<file path="src/rtl/dmem_pkg.sv">
// dmem_pkg -- shared definitions for the data-memory responder.
//   * RW_type access encodings (B, H, W, BU, HU)
//   * FSM state enum
//   * lane / byte-enable width constants
//   * helpers for lane alignment, byte enables and store-data replication
package dmem_pkg;

  localparam int DATA_W = 32;
  localparam int LANE_W = 8;
  localparam int LANES  = DATA_W / LANE_W;
  localparam int BE_W   = LANES;

  localparam logic [2:0] RW_B  = 3'b000;
  localparam logic [2:0] RW_H  = 3'b001;
  localparam logic [2:0] RW_W  = 3'b010;
  localparam logic [2:0] RW_BU = 3'b100;
  localparam logic [2:0] RW_HU = 3'b101;

  typedef enum logic [1:0] {
    S_IDLE,
    S_ACCESS,
    S_WAIT,
    S_DONE
  } state_e;

  function automatic logic is_byte(input logic [2:0] t);
    return (t == RW_B) || (t == RW_BU);
  endfunction

  function automatic logic is_half(input logic [2:0] t);
    return (t == RW_H) || (t == RW_HU);
  endfunction

  // Byte offset after rounding down to the natural size of the access;
  // every encoding that is not a byte or halfword behaves as a word.
  function automatic logic [1:0] align_off(input logic [2:0] t, input logic [1:0] off);
    if (is_byte(t))      return off;
    else if (is_half(t)) return {off[1], 1'b0};
    else                 return 2'b00;
  endfunction

  function automatic logic misaligned(input logic [2:0] t, input logic [1:0] off);
    return align_off(t, off) != off;
  endfunction

  function automatic logic [BE_W-1:0] store_be(input logic [2:0] t, input logic [1:0] off);
    if (t == RW_B)      return 4'b0001 << off;
    else if (t == RW_H) return 4'b0011 << {off[1], 1'b0};
    else                return 4'b1111;
  endfunction

  // Right-aligned store data copied into every lane so the byte enables
  // alone decide which lane lands in the SRAM.
  function automatic logic [DATA_W-1:0] store_wdata(input logic [2:0] t, input logic [DATA_W-1:0] d);
    if (t == RW_B)      return {LANES{d[7:0]}};
    else if (t == RW_H) return {2{d[15:0]}};
    else                return d;
  endfunction

endpackage

</file>
<file path="src/rtl/dmem_if.sv">
// dmem_if -- core request/response and SRAM port bundle.
//   Core side : R_en, W_en, addr, RW_type, din -> dout, ready
//   SRAM side : mem_ce, mem_we, mem_be, mem_addr, mem_wdata -> mem_rdata
//   modport slave  : the responder
//   modport master : the core plus SRAM environment around it
interface dmem_if #(
  parameter int ADDR_W = 10
);
  import dmem_pkg::*;

  logic              R_en;
  logic              W_en;
  logic [31:0]       addr;
  logic [2:0]        RW_type;
  logic [DATA_W-1:0] din;
  logic [DATA_W-1:0] dout;
  logic              ready;
  logic              mem_ce;
  logic              mem_we;
  logic [BE_W-1:0]   mem_be;
  logic [ADDR_W-1:0] mem_addr;
  logic [DATA_W-1:0] mem_wdata;
  logic [DATA_W-1:0] mem_rdata;

  modport slave (
    input  R_en, W_en, addr, RW_type, din, mem_rdata,
    output dout, ready, mem_ce, mem_we, mem_be, mem_addr, mem_wdata
  );

  modport master (
    output R_en, W_en, addr, RW_type, din, mem_rdata,
    input  dout, ready, mem_ce, mem_we, mem_be, mem_addr, mem_wdata
  );

endinterface

</file>
<file path="src/rtl/load_extend.sv">
// load_extend -- selects the addressed lane of an SRAM read word and
// sign- or zero-extends it to 32 bits.
//   i_rdata   : raw SRAM word
//   i_off     : byte offset of the access (addr[1:0])
//   i_rw_type : access type
//   o_data    : extended load result
module load_extend
  import dmem_pkg::*;
(
  input  logic [DATA_W-1:0] i_rdata,
  input  logic [1:0]        i_off,
  input  logic [2:0]        i_rw_type,
  output logic [DATA_W-1:0] o_data
);

  logic [1:0]        w_off;
  logic [DATA_W-1:0] w_shifted;

  always_comb begin
    // NOTE: every output of a combinational block gets a value before the
    // case, so no path leaves it unassigned and no latch is inferred.
    w_off     = align_off(i_rw_type, i_off);
    w_shifted = i_rdata >> {w_off, 3'b000};
    o_data    = i_rdata;
    case (i_rw_type)
      RW_B:    o_data = {{24{w_shifted[7]}}, w_shifted[7:0]};
      RW_BU:   o_data = {24'h0, w_shifted[7:0]};
      RW_H:    o_data = {{16{w_shifted[15]}}, w_shifted[15:0]};
      RW_HU:   o_data = {16'h0, w_shifted[15:0]};
      default: o_data = i_rdata;
    endcase
  end

endmodule

</file>
<file path="src/rtl/dmem_responder.sv">
// dmem_responder -- turns core load/store requests into single-cycle SRAM
// accesses. Store: ready two cycles after the request is sampled; load:
// three cycles (the SRAM returns data one cycle after the read).
//   clk, rst : clock and asynchronous active-high reset
//   bus      : dmem_if.slave (core request/response plus SRAM port)
//   err      : misalignment flag, present only with DMEM_MISALIGN_CHK_EN
// Optional feature macro: DMEM_MISALIGN_CHK_EN -- misaligned halfword/word
// requests complete immediately with err=1 instead of being aligned down.
module dmem_responder
  import dmem_pkg::*;
#(
  parameter int ADDR_W = 10
) (
  input  logic  clk,
  input  logic  rst,
  dmem_if.slave bus
`ifdef DMEM_MISALIGN_CHK_EN
  ,
  output logic  err
`endif
);

  state_e            r_state;
  logic [1:0]        r_off;
  logic [2:0]        r_type;
  logic              r_store;
  logic [DATA_W-1:0] r_dout;
  logic              r_ready;
  logic              r_mem_ce;
  logic              r_mem_we;
  logic [BE_W-1:0]   r_mem_be;
  logic [ADDR_W-1:0] r_mem_addr;
  logic [DATA_W-1:0] r_mem_wdata;
  logic [DATA_W-1:0] w_load_data;
  logic              w_misalign;
  // Address bits above the SRAM range are ignored, so accesses wrap.
  logic              w_unused_addr_hi;

  assign w_unused_addr_hi = ^bus.addr[31:ADDR_W+2];

`ifdef DMEM_MISALIGN_CHK_EN
  logic r_err;
  assign w_misalign = misaligned(bus.RW_type, bus.addr[1:0]);
  assign err        = r_err;
`else
  assign w_misalign = 1'b0;
`endif

  load_extend u_load_extend (
    .i_rdata   (bus.mem_rdata),
    .i_off     (r_off),
    .i_rw_type (r_type),
    .o_data    (w_load_data)
  );

  // NOTE: state and outputs use non-blocking assignments so every register
  // samples the values from before this edge, independent of statement order.
  always_ff @(posedge clk or posedge rst) begin
    if (rst) begin
      r_state     <= S_IDLE;
      r_off       <= '0;
      r_type      <= '0;
      r_store     <= 1'b0;
      r_dout      <= '0;
      r_ready     <= 1'b0;
      r_mem_ce    <= 1'b0;
      r_mem_we    <= 1'b0;
      r_mem_be    <= '0;
      r_mem_addr  <= '0;
      r_mem_wdata <= '0;
`ifdef DMEM_MISALIGN_CHK_EN
      r_err       <= 1'b0;
`endif
    end else begin
      case (r_state)
        S_IDLE: begin
          if (bus.W_en || bus.R_en) begin
            r_off       <= bus.addr[1:0];
            r_type      <= bus.RW_type;
            r_store     <= bus.W_en;
            r_mem_addr  <= bus.addr[ADDR_W+1:2];
            r_mem_wdata <= store_wdata(bus.RW_type, bus.din);
            if (w_misalign) begin
              // Rejected request: skip the SRAM and report at once.
              r_state <= S_DONE;
              r_ready <= 1'b1;
              r_dout  <= '0;
`ifdef DMEM_MISALIGN_CHK_EN
              r_err   <= 1'b1;
`endif
            end else begin
              // SRAM strobes are set here so they are high for all of ACCESS.
              r_state  <= S_ACCESS;
              r_mem_ce <= 1'b1;
              r_mem_we <= bus.W_en;
              r_mem_be <= bus.W_en ? store_be(bus.RW_type, bus.addr[1:0]) : '1;
            end
          end
        end
        S_ACCESS: begin
          r_mem_ce <= 1'b0;
          r_mem_we <= 1'b0;
          r_mem_be <= '0;
          if (r_store) begin
            r_state <= S_DONE;
            r_ready <= 1'b1;
          end else begin
            r_state <= S_WAIT;
          end
        end
        S_WAIT: begin
          r_dout  <= w_load_data;
          r_state <= S_DONE;
          r_ready <= 1'b1;
        end
        S_DONE: begin
          r_ready <= 1'b0;
`ifdef DMEM_MISALIGN_CHK_EN
          r_err   <= 1'b0;
`endif
          r_state <= S_IDLE;
        end
        default: r_state <= S_IDLE;
      endcase
    end
  end

  assign bus.dout      = r_dout;
  assign bus.ready     = r_ready;
  assign bus.mem_ce    = r_mem_ce;
  assign bus.mem_we    = r_mem_we;
  assign bus.mem_be    = r_mem_be;
  assign bus.mem_addr  = r_mem_addr;
  assign bus.mem_wdata = r_mem_wdata;

endmodule

</file>
<file path="src/flat_wrapper.sv">
// flat-port wrapper written by rule: the top's interface ports become plain ports
module dmem_responder_flat import dmem_pkg::*;
#(
  parameter int ADDR_W = 10
)
  (clk, rst, bus_R_en, bus_W_en, bus_addr, bus_RW_type, bus_din, bus_mem_rdata, bus_dout, bus_ready, bus_mem_ce, bus_mem_we, bus_mem_be, bus_mem_addr, bus_mem_wdata);
  dmem_if #(.ADDR_W(ADDR_W)) bus_i ();
  input  logic clk;
  input  logic rst;
  input wire logic [$bits(bus_i.R_en)-1:0] bus_R_en;
  input wire logic [$bits(bus_i.W_en)-1:0] bus_W_en;
  input wire logic [$bits(bus_i.addr)-1:0] bus_addr;
  input wire logic [$bits(bus_i.RW_type)-1:0] bus_RW_type;
  input wire logic [$bits(bus_i.din)-1:0] bus_din;
  input wire logic [$bits(bus_i.mem_rdata)-1:0] bus_mem_rdata;
  output wire logic [$bits(bus_i.dout)-1:0] bus_dout;
  output wire logic [$bits(bus_i.ready)-1:0] bus_ready;
  output wire logic [$bits(bus_i.mem_ce)-1:0] bus_mem_ce;
  output wire logic [$bits(bus_i.mem_we)-1:0] bus_mem_we;
  output wire logic [$bits(bus_i.mem_be)-1:0] bus_mem_be;
  output wire logic [$bits(bus_i.mem_addr)-1:0] bus_mem_addr;
  output wire logic [$bits(bus_i.mem_wdata)-1:0] bus_mem_wdata;
  assign bus_i.R_en = bus_R_en;
  assign bus_i.W_en = bus_W_en;
  assign bus_i.addr = bus_addr;
  assign bus_i.RW_type = bus_RW_type;
  assign bus_i.din = bus_din;
  assign bus_i.mem_rdata = bus_mem_rdata;
  assign bus_dout = bus_i.dout;
  assign bus_ready = bus_i.ready;
  assign bus_mem_ce = bus_i.mem_ce;
  assign bus_mem_we = bus_i.mem_we;
  assign bus_mem_be = bus_i.mem_be;
  assign bus_mem_addr = bus_i.mem_addr;
  assign bus_mem_wdata = bus_i.mem_wdata;
  dmem_responder #(.ADDR_W(ADDR_W)) u_core (.clk(clk), .rst(rst), .bus(bus_i));
endmodule
</file>
<file path="config.mk">
export PLATFORM = sky130hd
export DESIGN_NAME = dmem_responder_flat
export DESIGN_NICKNAME = d
export VERILOG_FILES = /design/src/rtl/dmem_pkg.sv /design/src/rtl/dmem_if.sv /design/src/rtl/load_extend.sv /design/src/rtl/dmem_responder.sv /design/src/flat_wrapper.sv
export SDC_FILE = /design/constraint.sdc
export NUM_CORES = 1
export LEC_CHECK = 0
export BUFFER_PORTS_ARGS = -buffer_cell sky130_fd_sc_hd__buf_2
export CAP_MARGIN = 15
export CORE_MARGIN = 4
export CORE_UTILIZATION = 38
export DETAILED_ROUTE_END_ITERATION = 8
export GPL_TIMING_DRIVEN = 0
export PLACE_DENSITY = 0.67
export SYNTH_ARGS = -nofsm -noshare
export SYNTH_HDL_FRONTEND = slang
export SYNTH_SLANG_ARGS = --single-unit
</file>
<file path="constraint.sdc">
create_clock -name clk -period 3.6 [get_ports clk]
set_input_delay 0.36 -clock clk [delete_from_list [all_inputs] [get_ports clk]]
set_output_delay 0.36 -clock clk [all_outputs]
set_load 0.02 [all_outputs]
</file>
==> summary.txt, run 1 <==
Cells and area
  – Commonest non-fill, non-tap cell in the layout: buf_2
  – Layout overhead on the synthesized area: 30.22%
  – Post-layout util: 51.15%
  – Final instance area: 0.005618 mm2
  – Most frequent cells in the layout: buf_2 (171), dfrtp_1 (89), nand2_1 (50)
  – # diodes: 0
  – Layout cells sized above 1: 38.17%
  – Final nets: 681

Detailed routing
  – DR DRC count: 0
  – DR WL/cell: 17.91 um
  – Antenna Nets Post-Route: 0
  – 1st-pass router iterations: 5
  – Via density: 5.424
  – WL final: 12,870 um
  – Starting DRT DRC Count: 194
  – Vias: 3,900

Power
  – Maximum vdd drop: 0.5135 mV
  – P_leak: 2.688 nW
  – Combinational power share: 49.1%
  – Clock share of power: 16.9%
  – Switching share of power: 43.50%
  – Power Total: 5.252 mW
  – Internal power: 2.967 mW
  – Sequential share of power: 34.0%
  – Total net switching power: 2.284 mW
  – P per Cell Area: 934.8 mW/mm2

Die
  – Chip Height: 114.6 um
  – Core Area: 0.01098 mm2
  – Row Count: 38
  – Num ports: 184
  – Die Width: 114.6 um
  – Initial Util: 39.28%
  – Die area: 0.01312 mm2

Run status
  – Status: finished, final reports clean

Clock tree
  – Clock transition at the registers of the reported paths: 60 ps
  – # clock sinks: 89
  – Bufs on Longest Clock Path: 2
  – Hold buffer count at cts: 0
  – Post-CTS Setup Bufs: 0
  – Post_cts resized: 0
  – Cts bufs inserted: 9
  – Clk_lat worst skew: 340 ps
  – Clock root cell: clkbuf_16
  – CTS H-tree depth: 3
  – TritonCTS clock tree: built

Setup path
  – Crit-path slowest cell: dfrtp_1
  – CP startpoint kind: register
  – Crit Path Category: reg2reg
  – Worst-path maximum fanout: 10
  – Worst path arrival time: 2350 ps
  – FF-to-FF Start: u_core.r_state[0]$_DFFE_PP0P_
  – RR Endpoint: u_core.bus.dout[20]$_DFFE_PP0N_
  – Worst EP required: 3880 ps
  – Crit path cell chain: inv_1 > ha_1 > buf_2 > nand2b_4 > or4_1 > o32a_1 > o31ai_4 > buf_6 > a221o_1
  – Reg-to-reg slack, setup: 1520 ps
  – Path depth of the worst reg2reg path: 9
  – Setup crit end kind: register
  – Delay of the slowest critical-path stage: 400 ps

Placed design
  – Gpl congestion: 0.8505
  – Dpl hpwl: 9915 um
  – IO buf count: 163
  – Dpl cell area: 0.005335 mm2

Timing
  – Slew Limit Fails: 0
  – Final Hold Fails: 0
  – Setup Viol. Count Final: 0
  – Post-route minimum period: 2080 ps
  – Fmax achieved: 480.9 MHz
  – RSZ-0062 raised after global routing: false
  – Clock skew: 7.308 ps
  – Tcrit/Tclk final: 57.77%
  – Rel. slew slack: 43.33%
  – Worst-margin pin slew: 845.4 ps

Yosys
  – Post-synth ARST share: 100.0%
  – Post-Syn Area per Cell: 10.81 um2
  – Ys flop type: dfrtp_1
  – Synth Cell Area: 0.004314 mm2
  – Gate Count Post-Synth: 399
  – Syn_nets: 506
  – Post-synth EDFFs: 0
  – Synth unique cells: 39
  – Post-synthesis sequential area ratio: 51.62%
  – Synth Register Bits: 89
  – Yosys warnings: 0

GRT
  – First-pass GRT wire length: 20,530 um
  – Initial antenna violation count: 0
  – Vias in the first global route: 4,019
  – Total GRT Usage: 19.91%
  – GRT overflow: 0
  – Largest net degree at the start of global routing: 53

Job
  – # Max-Cap Violations: 0

Hold path
  – Hold/Removal Path Class: in2async
==> worst max-delay path, delay by kind of cell, from the launching register on <==
family | cells | cell delay (ps)
AOI/OAI and AO/OA | 3 | 480
adders and majority gates | 1 | 160
buffers and inverters | 3 | 510
DFF | 1 | 400
and+or+nand+nor | 2 | 460
==> stage by stage <==
stage	setup WS (ps)	cells	hold slack (ps)	setup TNS (ps)
final	1520	719	51.51	0
after floorplan	933.1	399	468.7	0
after CTS	1520	719	60.35	0
after global placement	-95.44	702	461.0	-8169
after detailed placement	1544	703	433.5	0
after global routing	1367	719	84.97	0
==> how the worst max path moves through the flow <==
| stage | from | to | depth (start not counted) |
|---|---|---|---|
| 6_report | u_core.r_state[0]$_DFFE_PP0P_ | u_core.bus.dout[20]$_DFFE_PP0N_ | 9 |
| 5_1_grt | u_core.r_state[0]$_DFFE_PP0P_ | u_core.bus.dout[17]$_DFFE_PP0N_ | 9 |
| 4_1_cts | u_core.r_state[0]$_DFFE_PP0P_ | u_core.bus.dout[17]$_DFFE_PP0N_ | 9 |
| 3_5_place_dp | u_core.r_state[0]$_DFFE_PP0P_ | u_core.r_off[1]$_DFFE_PP0P_ | 6 |
| 3_3_place_gp | rst | u_core.bus.mem_wdata[19]$_DFFE_PP0P_ | 2 |
| 2_1_floorplan | rst | u_core.bus.dout[0]$_DFFE_PP0N_ | 1 |
==> cell type report <==
cell class / instances / area (um2)
Inverter: 12 / 47.55
Buffer: 26 / 126.4
Clock inverter: 6 / 43.79
Tap cell: 140 / 175.2
Multi-Input combinational cell: 272 / 1916
Timing Repair Buffer: 164 / 843.3
Fill cell: 1019 / 5365
Sequential cell: 89 / 2227
Clock buffer: 10 / 239.0
==> power groups by stage <==
| stage | clock network [mW] | logic (mW) | registers, mW |
|---|---|---|---|
| floorplan | 0 | 1.21 | 2.29 |
| global placement | 0 | 2.54 | 1.77 |
| detailed placement | 0 | 2.60 | 1.80 |
| CTS | 0.909 | 2.61 | 1.79 |
| global route | 0.949 | 2.82 | 1.85 |
| finish | 0.885 | 2.58 | 1.79 |
==> flip-flops by register name (all words and copies together), names as in the netlist <==
signal,flops
u_core.bus.mem_wdata,32
u_core.bus.ready,1
u_core.r_state,2
u_core.bus.mem_be,4
u_core.bus.mem_we,1
u_core.r_off,2
u_core.bus.mem_ce,1
u_core.bus.mem_addr,10
u_core.bus.dout,32
u_core.r_type,3
u_core.r_store,1
==> synth_stat cells (all sizes together) (2+ instances only) <==
library cell	count	area, um2
a211oi	2	15.01
a21oi	20	100.1
a221o	20	200.2
a22o	4	35.03
a22oi	4	30.03
buf	13	73.82
clkbuf	13	52.55
dfrtp	89	2227
ha	4	50.05
inv	12	45.04
mux2	23	259.0
mux2i	41	410.4
nand2	50	187.7
nand3	5	25.02
nor2	13	51.30
nor2b	3	21.27
o2111ai	6	52.55
o21ai	48	240.2
o22ai	12	75.07
or4b	4	40.04
==> cell families (layout without fill, tap and decap cells) <==
group,after synthesis,in the layout,share of synthesized area (%)
AO/OA/AOI/OAI,123,123,18.97
flip-flops,89,89,51.62
AND/OR/NAND/NOR,81,81,8.759
multiplexers,64,64,15.52
buffers and inverters,38,218,3.973
adder cells (fa/ha/maj),4,4,1.160
==> routing by layer <==
| layer | share of wire [%] | vias to the layer above | global-route usage (%) |
|---|---|---|---|
| li1 | - | 1822 | - |
| met2 | 46 | 170 | 31.39 |
| met1 | 43 | 1891 | 26.01 |
| met4 | 1.8 | 0 | 6.097 |
| met5 | 0 | - | 0 |
| met3 | 9.3 | 17 | 6.607 |
Note: power is estimated with default switching activity, not from simulation.
==> run 2: changes to the inputs <==
--- a/config.mk
+++ b/config.mk
@@ -5,13 +5,14 @@
 export SDC_FILE = /design/constraint.sdc
 export NUM_CORES = 1
 export LEC_CHECK = 0
+export ABC_AREA = 1
 export BUFFER_PORTS_ARGS = -buffer_cell sky130_fd_sc_hd__buf_2
 export CAP_MARGIN = 15
 export CORE_MARGIN = 4
 export CORE_UTILIZATION = 38
 export DETAILED_ROUTE_END_ITERATION = 8
 export GPL_TIMING_DRIVEN = 0
-export PLACE_DENSITY = 0.67
+export PLACE_DENSITY = 0.69
 export SYNTH_ARGS = -nofsm -noshare
 export SYNTH_HDL_FRONTEND = slang
 export SYNTH_SLANG_ARGS = --single-unit
==> constraint.sdc (replaced) <==
create_clock -name clk -period 1.9 [get_ports clk]
set_input_delay 0.19 -clock clk [delete_from_list [all_inputs] [get_ports clk]]
set_output_delay 0.19 -clock clk [all_outputs]
set_load 0.02 [all_outputs]
==> run 2 against run 1 <==
  * Non-clock buffer count grew 8
  * Via count rose by 21%
  * Cell count is 27% higher
  * Register-to-register slack got worse by 1400 ps
==> summary.txt, run 2 <==
Run status
  – Status: finished, final reports clean (unchanged)

Detailed routing
  – Antenna Nets Post-Route: 0 (unchanged)
  – WL final: 14,630 um (was 12,870 um)
  – 1st-pass router iterations: 5 (unchanged)
  – DR WL/cell: 16.00 um (was 17.91 um)
  – Vias: 4,721 (was 3,900)
  – Starting DRT DRC Count: 327 (was 194)
  – DR DRC count: 0 (unchanged)
  – Via density: 5.165 (was 5.424)

Power
  – P per Cell Area: 1863 mW/mm2 (was 934.8 mW/mm2)
  – Maximum vdd drop: 0.8742 mV (was 0.5135 mV)
  – P_leak: 3.132 nW (was 2.688 nW)

Yosys
  – Synthesized-area fraction occupied by adder cells: 1.103% (was 1.160%)
  – Post-synth EDFFs: 0 (unchanged)
  – XOR/XNOR Fraction of Synth Area: 0% (unchanged)
  – Gate Count Post-Synth: 591 (was 399)
  – Most numerous cell in the Yosys netlist: nand2_1 (was dfrtp_1)
  – Main combinational cell family by area after synthesis: simple AND/OR/NAND/NOR gates (was compound AO/OA/AOI/OAI gates)
  – Compound-Gate Fraction of Synth Area: 13.13% (was 18.97%)
  – Post-synthesis sequential area ratio: 49.09% (was 51.62%)
  – Post-synth ARST share: 100.0% (unchanged)
  – Synth unique cells: 23 (was 39)
  – Post-Syn Area per Cell: 7.677 um2 (was 10.81 um2)
  – Synth Cell Area: 0.004537 mm2 (was 0.004314 mm2)
  – Synth area leader: dfrtp_1 (unchanged)
  – Top post-synthesis cells by count: nand2_1 (180), dfrtp_1 (89), nand3_1 (52), nor2_1 (51), a21oi_1 (50) (was dfrtp_1 (89), nand2_1 (50), o21ai_0 (48), mux2i_1 (41), mux2_2 (23))
  – Yosys warnings: 0 (unchanged)
  – Synth top area cells: dfrtp_1 (49%), nand2_1 (15%), nand3_1 (5.7%), a21oi_1 (5.5%), nor2_1 (4.2%) (was dfrtp_1 (52%), mux2i_1 (9.5%), mux2_2 (6.0%), o21ai_0 (5.6%), a221o_1 (4.6%))
  – Syn_nets: 698 (was 506)
  – Simple-gate share of the synthesized area: 29.34% (was 8.759%)
  – Mux contribution to synthesized area: 0% (was 15.52%)
  – Synth Register Bits: 89 (unchanged)
  – Yosys top cell area share: 49.09% (was 51.62%)
  – Ys flop type: dfrtp_1 (unchanged)

GRT
  – Vias in the first global route: 4,492 (was 4,019)
  – First-pass GRT wire length: 22,510 um (was 20,530 um)
  – GRT overflow: 0 (unchanged)
  – Largest net degree at the start of global routing: 38 (was 53)
  – Initial antenna violation count: 0 (unchanged)
  – Total GRT Usage: 21.42% (was 19.91%)

Placed design
  – Dpl hpwl: 11,180 um (was 9915 um)
  – Pre-CTS setup slack: -55.72 ps (was 1544 ps)
  – Gpl congestion: 0.9084 (was 0.8505)
  – Placed Cells: 898 (was 703)
  – IO buf count: 162 (was 163)

Cells and area
  – Final nets: 874 (was 681)
  – Layout overhead on the synthesized area: 29.78% (was 30.22%)
  – Layout cells sized above 1: 30.09% (was 38.17%)
  – Post-layout util: 50.91% (was 51.15%)
  – Most frequent cells in the layout: nand2_1 (179), buf_2 (171), dfrtp_1 (89) (was buf_2 (171), dfrtp_1 (89), nand2_1 (50))
  – # diodes: 0 (unchanged)
  – Fillers: 1,163 (was 1,019)
  – Commonest non-fill, non-tap cell in the layout: nand2_1 (was buf_2)
  – Finished Layout Cells: 914 (was 719)

Die
  – Core Area: 0.01156 mm2 (was 0.01098 mm2)
  – Num ports: 184 (unchanged)
  – Initial Util: 39.23% (was 39.28%)
  – Chip Height: 117.3 um (was 114.6 um)
  – Die Width: 117.3 um (was 114.6 um)
  – Row Count: 39 (was 38)
  – Die area: 0.01375 mm2 (was 0.01312 mm2)

Clock tree
  – # clock sinks: 89 (unchanged)
  – Clock transition at the registers of the reported paths: 60 ps (about the same)
  – Clock root cell: clkbuf_16 (unchanged)
  – Post-CTS Setup Bufs: 0 (unchanged)
  – TritonCTS clock tree: built (unchanged)
  – Bufs on Longest Clock Path: 2 (unchanged)
  – Clk_lat worst skew: 350 ps (was 340 ps)
  – CTS H-tree depth: 3 (unchanged)
  – Cts bufs inserted: 9 (unchanged)

Setup path
  – Crit Path Category: reg2reg (unchanged)
  – FF-to-FF Start: u_core.r_state[0]$_DFFE_PP0P_ (unchanged)
  – Setup crit end kind: register (unchanged)
  – CP startpoint kind: register (unchanged)
  – Worst Setup SP: u_core.r_state[0]$_DFFE_PP0P_ (unchanged)
  – Worst path arrival time: 2020 ps (was 2350 ps)
  – Worst EP required: 2180 ps (was 3880 ps)
  – Worst-path maximum fanout: 10 (unchanged)

Timing
  – Tcrit/Tclk final: 91.27% (was 57.77%)
  – Final worst setup slack: 165.8 ps (was 1520 ps)
  – Fmax achieved: 576.6 MHz (was 480.9 MHz)
  – Post-route minimum period: 1734 ps (was 2080 ps)
  – Final Hold Fails: 0 (unchanged)
  – Rel. slew slack: 56.03% (was 43.33%)
  – Clock skew: 5.506 ps (was 7.308 ps)
  – Hold_ws: 38.26 ps (was 51.51 ps)
  – Slew Limit Fails: 0 (unchanged)
  – Worst-margin pin slew: 652.6 ps (was 845.4 ps)
  – RSZ-0062 raised after global routing: true (was false)
  – Setup Viol. Count Final: 0 (unchanged)

Job
  – # Max-Cap Violations: 0 (unchanged)

Hold path
  – Hold_sp: bus_addr[10]
  – Hold/Removal Path Class: in2reg (was in2async)
run 2: changes by cell type after synthesis, moves of 8 or more:
cell / delta
o21ai_0: -18
a21oi_1: +30
nand3_2: +8
nand2_1: +130
a31oi_1: +17
mux2_2: -23
or2_2: +16
nand3_1: +47
mux2i_1: -41
nor2_1: +39
inv_1: +27
a221o_1: -20
run 2: metal layers:
metal	vias up	routed length, um	track usage (%)
li1	2268	-	-
met1	2198	6039	27.60
met2	229	6868	34.35
met3	26	1392	6.221
met4	0	326	7.722
met5	-	0	0
run 2: path summary, 6_finish.rpt:
kind	endpoint	slack [ps]	depth (start not counted)
worst max-delay path	u_core.bus.dout[5]$_DFFE_PP0N_	170	6
worst min-delay path	u_core.bus.mem_addr[8]$_DFFE_PP0P_	40	3
worst max register to register	u_core.bus.dout[5]$_DFFE_PP0N_	170	6
worst min register to register	u_core.bus.dout[13]$_DFFE_PP0N_	480	2
max in group asynchronous	u_core.bus.mem_addr[5]$_DFFE_PP0P_	690	5
min in group asynchronous	u_core.bus.dout[7]$_DFFE_PP0N_	420	3
run 2: worst max-delay path, cell delays in order (launching register included):
cell and delay [ps]:
dfrtp_1 400, inv_1 130, ha_1 250, clkbuf_1 410, clkbuf_2 310, nand3_1 110, nand2_1 70
run 2: logic make-up after synthesis:
family | Yosys count
simple gates | 311
compound gates | 110
flops | 89
buf+inv | 77
fa+ha+maj | 4
run 2: area by class of cell:
type	instances	area, um2	area share (%)
Inverter	44	168.9	2.869
Sequential cell	89	2227	37.82
Clock inverter	5	53.80	0.9137
Timing Repair Buffer	165	860.8	14.62
Clock buffer	10	239.0	4.059
Multi-Input combinational cell	425	1982	33.66
Buffer	33	177.7	3.017
Tap cell	143	178.9	3.039
run 2: metrics by stage:
step                TNS (ps)  power, mW  area [um2]
floorplan                  0      7.275        4541
global placement           0      9.048        5530
detailed placement    -231.6      9.199        5570
CTS                        0      11.06        5876
global route          -9.981      11.89        5888
finish                     0      10.97        5888
run 2: power breakdown:
part / internal (mW) / switching [mW]
Clock: 1.05 / 0.749
Sequential: 2.85 / 0.509
Combinational: 1.99 / 3.82
run 2: repair_timing:
item / 4_1_cts / 5_1_grt
hold endpoints to repair: 21 / 0
hold buffers: 1 / 0
endpoints found under the setup margin: 17 / 54
resized for setup: 2 / 8
gates cloned: 0 / 0
pin swaps: 0 / 0
